[config.mk]
export PLATFORM = sky130hd
export DESIGN_NAME = falafel_mem_mux
export DESIGN_NICKNAME = d
export VERILOG_FILES = /design/src/rtl/falafel_mem_mux.sv
export SDC_FILE = /design/constraint.sdc
export NUM_CORES = 1
export LEC_CHECK = 0
export ABC_AREA = 1
export BUFFER_PORTS_ARGS = -buffer_cell sky130_fd_sc_hd__clkbuf_2
export CAP_MARGIN = 20
export CORE_AREA = 8 8 259 261
export CTS_CLUSTER_SIZE = 40
export DETAILED_ROUTE_END_ITERATION = 8
export DIE_AREA = 0 0 267 269
export GPL_TIMING_DRIVEN = 1
export PLACE_DENSITY = 0.35
export SETUP_SLACK_MARGIN = 0.3
export SYNTH_ARGS = -nofsm -noshare
export SYNTH_HDL_FRONTEND = slang
export SYNTH_SLANG_ARGS = --single-unit
[constraint.sdc]
create_clock -name clk_i -period 2.8 [get_ports clk_i]
set_clock_uncertainty 0.2 [all_clocks]
set_input_delay 0.14 -clock clk_i [delete_from_list [all_inputs] [get_ports clk_i]]
set_output_delay 0.14 -clock clk_i [all_outputs]
set_load 0.02 [all_outputs]
[src/rtl/falafel_mem_mux.sv]
// falafel_mem_mux: round-robin shared memory port with in-order response routing
package falafel_pkg;
    localparam int DATA_W = 32;
endpackage

module falafel_mem_mux #(
    parameter int NUM_PORTS = 4,
    parameter int MAX_OUTST = 8,
    parameter int DATA_W    = falafel_pkg::DATA_W
) (
    input  logic                             clk_i,
    input  logic                             rst_ni,
    input  logic [NUM_PORTS-1:0]             cli_req_val_i,
    output logic [NUM_PORTS-1:0]             cli_req_rdy_o,
    input  logic [NUM_PORTS-1:0]             cli_req_is_write_i,
    input  logic [NUM_PORTS-1:0]             cli_req_is_cas_i,
    input  logic [NUM_PORTS-1:0][DATA_W-1:0] cli_req_addr_i,
    input  logic [NUM_PORTS-1:0][DATA_W-1:0] cli_req_data_i,
    input  logic [NUM_PORTS-1:0][DATA_W-1:0] cli_req_cas_exp_i,
    output logic [NUM_PORTS-1:0]             cli_resp_val_o,
    input  logic [NUM_PORTS-1:0]             cli_resp_rdy_i,
    output logic [NUM_PORTS-1:0][DATA_W-1:0] cli_resp_data_o,
    output logic                             mem_req_val_o,
    input  logic                             mem_req_rdy_i,
    output logic                             mem_req_is_write_o,
    output logic                             mem_req_is_cas_o,
    output logic [DATA_W-1:0]                mem_req_addr_o,
    output logic [DATA_W-1:0]                mem_req_data_o,
    output logic [DATA_W-1:0]                mem_req_cas_exp_o,
    input  logic                             mem_resp_val_i,
    output logic                             mem_resp_rdy_o,
    input  logic [DATA_W-1:0]                mem_resp_data_i,
    output logic [$clog2(MAX_OUTST):0]       outst_cnt_o,
    output logic                             spurious_o
);
    localparam int ID_W  = $clog2(NUM_PORTS);
    localparam int PTR_W = $clog2(MAX_OUTST);
    localparam int CNT_W = PTR_W + 1;
    localparam logic [NUM_PORTS-1:0] ONE = NUM_PORTS'(1);

    logic [ID_W-1:0]  rr_q, rr_d, lock_id_q, lock_id_d, win_id, head;
    logic             lock_q, lock_d, win_val, full, empty, push, pop, spurious_q, spurious_d;
    logic [ID_W:0]    j;
    logic [ID_W-1:0]  fifo_q [MAX_OUTST];
    logic [PTR_W-1:0] wr_q, rd_q;
    logic [CNT_W-1:0] cnt_q, cnt_d;

    // Scan downwards so the first valid port at or after rr_q is the last one written
    always_comb begin
        win_val = 1'b0;
        win_id = '0;
        j = '0;
        for (int k = NUM_PORTS - 1; k >= 0; k--) begin
            j = {1'b0, rr_q} + (ID_W+1)'(k);
            j = (j >= (ID_W+1)'(NUM_PORTS)) ? j - (ID_W+1)'(NUM_PORTS) : j;
            if (cli_req_val_i[j[ID_W-1:0]]) begin
                win_val = 1'b1;
                win_id = j[ID_W-1:0];
            end
        end
        if (lock_q && cli_req_val_i[lock_id_q]) begin
            win_val = 1'b1;
            win_id = lock_id_q;
        end
    end

    assign full               = cnt_q == CNT_W'(MAX_OUTST);
    assign empty              = cnt_q == '0;
    assign mem_req_val_o      = win_val && !full;
    assign push               = mem_req_val_o && mem_req_rdy_i;
    assign cli_req_rdy_o      = push ? ONE << win_id : '0;
    assign mem_req_is_write_o = cli_req_is_write_i[win_id];
    assign mem_req_is_cas_o   = cli_req_is_cas_i[win_id];
    assign mem_req_addr_o     = cli_req_addr_i[win_id];
    assign mem_req_data_o     = cli_req_data_i[win_id];
    assign mem_req_cas_exp_o  = cli_req_cas_exp_i[win_id];
    assign head               = fifo_q[rd_q];
    assign mem_resp_rdy_o     = !empty && cli_resp_rdy_i[head];
    assign pop                = mem_resp_val_i && mem_resp_rdy_o;
    assign cli_resp_val_o     = (mem_resp_val_i && !empty) ? ONE << head : '0;
    assign cli_resp_data_o    = {NUM_PORTS{mem_resp_data_i}};
    assign outst_cnt_o        = cnt_q;
    assign spurious_o         = spurious_q;

    always_comb begin
        rr_d       = push ? ((win_id == ID_W'(NUM_PORTS - 1)) ? '0 : win_id + 1'b1) : rr_q;
        lock_d     = push ? 1'b0 : (mem_req_val_o ? 1'b1 : lock_q);
        lock_id_d  = (mem_req_val_o && !push) ? win_id : lock_id_q;
        cnt_d      = cnt_q + CNT_W'(push) - CNT_W'(pop);
        spurious_d = spurious_q || (mem_resp_val_i && empty);
    end

    always_ff @(posedge clk_i) begin
        if (!rst_ni) begin
            rr_q       <= '0;
            lock_q     <= 1'b0;
            lock_id_q  <= '0;
            wr_q       <= '0;
            rd_q       <= '0;
            cnt_q      <= '0;
            spurious_q <= 1'b0;
        end else begin
            rr_q       <= rr_d;
            lock_q     <= lock_d;
            lock_id_q  <= lock_id_d;
            wr_q       <= wr_q + PTR_W'(push);
            rd_q       <= rd_q + PTR_W'(pop);
            cnt_q      <= cnt_d;
            spurious_q <= spurious_d;
        end
    end

    always_ff @(posedge clk_i) begin
        if (rst_ni && push) fifo_q[wr_q] <= win_id;
    end
endmodule
==> results of run 1 <==
## critical path, cell delays in order, from the launching register on
cell	delay (ns)
dfxtp_4	0.39
buf_6	0.13
nand2_2	0.05
o21ai_2	0.08
nor2_1	0.10
nor2_1	0.09
nand3_1	0.12
nand3_4	0.14
nand2_8	0.09
buf_6	0.13
buf_16	0.14
buf_12	0.14
buf_4	0.13
nand2_1	0.06
nand3_2	0.08
nand2_4	0.10
clkbuf_8	0.15
## where the power goes
part	leakage [nW]	switching, W	internal [W]	total (W)
sequential	0.281	0.000116	0.000658	0.000774
clock	0.0809	0.000194	0.000418	0.000612
combinational	7.88	0.0118	0.00999	0.0217
total	8.24	0.0121	0.0111	0.0231
## cells in the mapped netlist (all sizes together)
cell type	n
a211oi	1
a21boi	1
a21oi	6
a22o	2
buf	175
clkbuf	40
dfxtp	16
edfxtp	16
fa	1
ha	14
inv	432
nand2	354
nand3	406
nor2	36
nor3	2
o211ai	2
o21a	2
o21ai	13
o31ai	1
xnor2	3
xor2	1
## cell type report
| class | count | area, µm² |
|---|---|---|
| diodes | 2 | 5.00 |
| clock buffers | 6 | 129 |
| clock inverters | 2 | 35.0 |
| fillers | 7265 | 49300 |
| inverters | 432 | 1640 |
| multi-input cells | 848 | 4500 |
| flip-flops and latches | 32 | 820 |
| well taps | 846 | 1060 |
| repair buffers | 655 | 5260 |
## how the worst min path moves through the flow
stage,startpoint,end,slack [ns],cells past startpoint
final,rst_ni,rd_q[1],0.04,3
after global routing,mem_resp_data_i[3],cli_resp_data_o[35],0.08,0
after CTS,mem_resp_val_i,spurious_o,0.03,4
after detailed placement,mem_resp_data_i[18],cli_resp_data_o[114],0.08,0
after global placement,mem_resp_data_i[18],cli_resp_data_o[114],0.08,0
after floorplan,rst_ni,outst_cnt_o[1],0.1,2
## kinds of logic (layout without fill, tap and decap cells)
kind of cell    Yosys count  after routing  share of synthesized area
simple gates            798            801                      0.454
buf+inv                 647           1095                      0.391
flops                    32             32                      0.103
compound gates           28             28                     0.0224
fa+ha+maj                15             15                     0.0252
xor+xnor                  4              4                    0.00452
other cells               0              2                          0
## metrics by stage
step	hold slack, ns	util	setup TNS, ns	instance area (µm²)
detailed placement	0.0803	0.172	0	10800
global route	0.0801	0.214	-2.00	13400
floorplan	0.0993	-	0	7780
finish	0.0441	0.214	0	13400
CTS	0.0328	0.201	0	12600
global placement	0.0803	0.172	0	10800
## routing by layer
| layer | track usage | vias up |
|---|---|---|
| met5 | 0 | - |
| met4 | 0.0235 | 0 |
| met3 | 0.0232 | 50 |
| met2 | 0.207 | 435 |
| met1 | 0.158 | 4759 |
| li1 | - | 5336 |
## state kept, by name (all words and copies together), names as in the netlist
signal / cells
fifo_q: 16
outst_cnt_o: 4
rd_q: 3
wr_q: 3
lock_id_q: 2
rr_q: 2
lock_q: 1
spurious_o: 1
## repair_timing
item / CTS / global route
gates resized for setup: 198 / 168
buffers inserted: 41 / 15
cloned: 15 / 10
pin swaps: 23 / 52
endpoints found under the setup margin: 105 / 110
==> run_results.csv, run 1 <==
group,metric,value,unit
global_routing,grt_pass1_wl,67200,µm
power_and_ir_drop,leakagePower,8.24,nW
routing,drc,0,
floorplan,coreArea,62700,µm²
synthesis,synth_cell_types,30,
timing,fin_ws,0.0374,ns
routing,met3_wirelength,3130,µm
clocking,cts_buffers,5,
finish,drive_above_1_share,0.396,
timing,setup_violations,0,
routing,highest_layer,"met4",
timing,tightest_slew,0.287,ns
synthesis,synthDominantCellAreaShare,0.261,
global_routing,antenna_found_initial,2,
setup_path,critPathArrivalTime,2.42,ns
finish,layout.cells.non_filler,2823,
timing,slew_viol_final,0,
routing,vias,10600,
clocking,clkSlewWorstSetupHoldPaths,0.05,ns
flow_run,drv_cap,0,
finish,area_growth,73.4,%
global_routing,grt_max_degree,42,
clocking,cts.htree.levels,2,
place,routabilityCongestion,0.811,
power_and_ir_drop,finalPower,0.0231,W
synthesis,yosysSeqAreaShare,0.103,
timing,finalCriticalPeriod,2.76,ns
setup_path,reg2regPathDepth,14,
clocking,clk_path_buf_depth,2,
global_routing,grt_usage,0.121,
place,hpwlAfterDp,36200,µm
timing,hold_viol_final,0,
setup_path,crit_fanout,6,
setup_path,r2r_start,"rd_q[0]",
synthesis,syn_area,7750,µm²
setup_path,crit_path_start_kind,"register",
floorplan,fp.dieH,269,µm
timing,relSlewSlack,0.808,
synthesis,synth_warnings,0,
synthesis,syn_nets,1975,
global_routing,gr-total-overflow,0,
clocking,cts_root_buffer,"clkbuf_16",
power_and_ir_drop,ir_worst_vdd,0.000746,V
synthesis,ys_seq_elements,32,
clocking,cts_num_sinks,32,
routing,dr.pass1.iters,5,
power_and_ir_drop,powerDensity,1720,nW/µm²
hold_path,hold_path.class,"in2reg",
routing,wire_per_inst,17.1,µm
routing,wl_met1,20800,µm
routing,vias_per_cell,3.75,
setup_path,cp_data_required_time,2.46,ns
setup_path,r2r_setup_slack,0.20,ns
setup_path,worstReg2RegEnd,"outst_cnt_o[1]",
place,io_buffer_count,516,
timing,fin_crit_sh,0.987,
synthesis,synth_cells,1524,
synthesis,synth_area_leaders,"nand3_1 (26%), inv_1 (21%), nand2_1 (17%), buf_4 (14%), edfxtp_1 (6.2%)",
finish,final_cell_mix,"clkbuf_2 (430), inv_1 (422), nand3_1 (350)",
setup_path,cp-end-kind,"primary output",
routing,drt_first_iter_violations,585,
clocking,cts_tree,"yes",
setup_path,crit_start,"rr_q[0]",
timing,grt_setup_unrepaired,"true",
place,place_ws,0.00463,ns
floorplan,num_rows,92,
finish,final_common_cell,"clkbuf_2",
floorplan,io_pins,677,
routing,ant_nets,0,
run_status,status,"completed",
synthesis,yosysTopAreaCell,"nand3_1",
clocking,cts_hold_buffers,0,
floorplan,start_util,0.124,
routing,wirelength,48200,µm
timing,fmax,362,MHz
clocking,insertion_delay,0.28,ns
finish,nNetsFinal,2425,
place,place_inst,2732,
synthesis,synth.avg_cell_area,5.09,µm²
floorplan,dieArea,71800,µm²
global_routing,grt_pass1_vias,10800,
setup_path,setup.worst_path.end,"mem_req_cas_exp_o[10]",
routing,wl_met2,23400,µm
setup_path,crit_type,"reg2out",
floorplan,die_w,267,µm
No activity file was read; power rests on OpenSTA's default activity.
==> run 2: changes to the inputs <==
--- a/config.mk
+++ b/config.mk
@@ -8,11 +8,12 @@
 export ABC_AREA = 1
 export BUFFER_PORTS_ARGS = -buffer_cell sky130_fd_sc_hd__clkbuf_2
 export CAP_MARGIN = 20
-export CORE_AREA = 8 8 259 261
+export CORE_AREA = 8 8 254 256
 export CTS_CLUSTER_SIZE = 40
 export DETAILED_ROUTE_END_ITERATION = 8
-export DIE_AREA = 0 0 267 269
+export DIE_AREA = 0 0 262 264
 export GPL_TIMING_DRIVEN = 1
+export MAX_ROUTING_LAYER = met4
 export PLACE_DENSITY = 0.35
 export SETUP_SLACK_MARGIN = 0.3
 export SYNTH_ARGS = -nofsm -noshare
==> constraint.sdc (replaced) <==
create_clock -name clk_i -period 3.1 [get_ports clk_i]
set_clock_uncertainty 0.2 [all_clocks]
set_input_delay 0.155 -clock clk_i [delete_from_list [all_inputs] [get_ports clk_i]]
set_output_delay 0.155 -clock clk_i [all_outputs]
set_load 0.02 [all_outputs]
==> run 2 against run 1 <==
Worst hold slack got worse by 0.018 ns. Flip-flop and latch count unchanged. Power is 21% lower. Worst setup slack gained 0.35 ns. Register-to-register slack better by 0.19 ns. Sequential share of layout area up 0.62 points. Via count down 2.6%. Final area is 9.7% lower. Largest cell class is now multi-input combinational cells.
==> run_results.csv, run 2 (same netlist as run 1, synthesis figures left out) <==
group,metric,value,unit
clocking,cts_hold_buffers,0,
floorplan,dieArea,69200,µm²
floorplan,coreArea,60800,µm²
floorplan,die_w,262,µm
setup_path,critPathArrivalTime,2.36,ns
clocking,cts_buffers,5,
routing,dr.pass1.iters,5,
clocking,insertion_delay,0.27,ns
power_and_ir_drop,ir_worst_vdd,0.000585,V
timing,relSlewSlack,0.653,
global_routing,grt_max_degree,91,
finish,final_cell_mix,"clkbuf_2 (454), inv_1 (425), nand3_1 (378)",
routing,drc,0,
timing,setup_violations,0,
floorplan,io_pins,677,
routing,ant_nets,0,
setup_path,max_stage_delay,0.38,ns
setup_path,cp_cell_sequence,"buf_6 -> xnor2_2 -> nand2_1 -> nand3_2 -> nand2_2 -> nand2_2 -> nand3_4 -> buf_12 -> buf_16 -> buf_12 -> nand3_1 -> nand3_2 -> nand2_1 -> buf_4",
clocking,clkSlewWorstSetupHoldPaths,0.05,ns
clocking,clk_path_buf_depth,2,
routing,wire_per_inst,17.5,µm
finish,nNetsFinal,2369,
floorplan,start_util,0.128,
finish,drive_above_1_share,0.355,
place,io_buffer_count,516,
setup_path,crit_type,"reg2out",
place,post_dp_cell_area,10400,µm²
finish,fin_area,12100,µm²
place,hpwlAfterDp,34700,µm
setup_path,cp_data_required_time,2.74,ns
setup_path,crit_slowest_cell,"dfxtp_4",
timing,fin_setup_tns,0,ns
timing,fmax,368,MHz
routing,drt_first_iter_violations,609,
hold_path,hold_path.class,"in2reg",
run_status,status,"completed",
setup_path,crit_path_start_kind,"register",
finish,largest_register_ffs,16,
timing,grt_setup_unrepaired,"true",
flow_run,drv_cap,0,
global_routing,grt_pass1_wl,62900,µm
finish,regMostFlops,"fifo_q",
power_and_ir_drop,powerDensity,1500,nW/µm²
timing,hold_viol_final,0,
setup_path,cp-end-kind,"primary output",
floorplan,fp.dieH,264,µm
clocking,cts_num_sinks,32,
place,routabilityCongestion,0.834,
floorplan,num_rows,91,
finish,final_common_cell,"clkbuf_2",
power_and_ir_drop,leakagePower,7.72,nW
clocking,cts.htree.levels,2,
global_routing,antenna_found_initial,5,
timing,finalCriticalPeriod,2.72,ns
timing,tightest_slew,0.520,ns
timing,slew_viol_final,0,
global_routing,gr-total-overflow,0,
finish,area_growth,56.5,%
global_routing,grt_pass1_vias,10100,
routing,vias_per_cell,3.80,
finish,fin_util,0.200,
timing,fin_crit_sh,0.876,
routing,wirelength,47500,µm
global_routing,grt_usage,0.121,
clocking,cts_root_buffer,"clkbuf_16",
setup_path,crit_fanout,13,
clocking,cts_tree,"yes",
routing,vias,10300,
run 2: cell count changes in the layout (fill, tap and decap cells not counted), sizes merged:
cell	change
nand2	-2
clkinvlp	+1
clkbuf	-12
bufbuf	-2
diode	+1
buf	-41
run 2: path summary, 6_finish.rpt:
| kind | start | endpoint | slack (ns) | cells past startpoint |
|---|---|---|---|---|
| setup / recovery | rr_q[0] | mem_req_cas_exp_o[12] | 0.38 | 14 |
| hold / removal | mem_req_rdy_i | lock_id_q[1] | 0.03 | 5 |
| setup reg to reg | rd_q[0] | outst_cnt_o[1] | 0.39 | 17 |
| hold reg to reg | spurious_o | spurious_o | 0.27 | 1 |
run 2: critical path: cells and delay by family, from the launching register on:
| family | cells | cell delay, ns |
|---|---|---|
| xor+xnor | 1 | 0.14 |
| flops | 1 | 0.38 |
| simple gates | 8 | 0.77 |
| buf+inv | 5 | 0.77 |
run 2: per-layer routing:
metal,part of all wire,global-route usage,up-vias
met5,0,-,-
met4,0.015,0.0203,0
met3,0.059,0.0235,49
met2,0.48,0.202,388
met1,0.45,0.153,4654
li1,-,-,5210
run 2: layout make-up:
class	instances	area [µm²]
Sequential cell	32	815
Inverter	432	1640
Clock inverter	3	37.5
Multi-Input combinational cell	846	4260
Timing Repair Buffer	601	4260
Fill cell	7285	48700
Clock buffer	5	125
Tap cell	790	988
Antenna cell	3	7.51
run 2: stage by stage:
stage / power (W) / worst slack [ns] / hold WS (ns) / std cells
after floorplan: 0.00881 / 0.328 / 0.114 / 1524
after global placement: 0.0133 / 0.163 / 0.110 / 2649
after detailed placement: 0.0133 / 0.149 / 0.110 / 2649
after CTS: 0.0158 / 0.258 / 0.0234 / 2680
after global routing: 0.0196 / 0.254 / 0.0717 / 2712
final: 0.0182 / 0.384 / 0.0266 / 2712
run 2: timing repair:
action	CTS	global route
buffers inserted	17	12
endpoints found under the setup margin	105	105
pin swaps	5	33
hold endpoints to repair	0	0
gates resized for setup	74	193
gates cloned	6	17
run 2: power by group:
part / leakage (nW) / internal [W] / switching, W
Sequential: 0.281 / 0.000593 / 0.000101
Combinational: 7.36 / 0.00693 / 0.0100
Clock: 0.0789 / 0.000373 / 0.000168
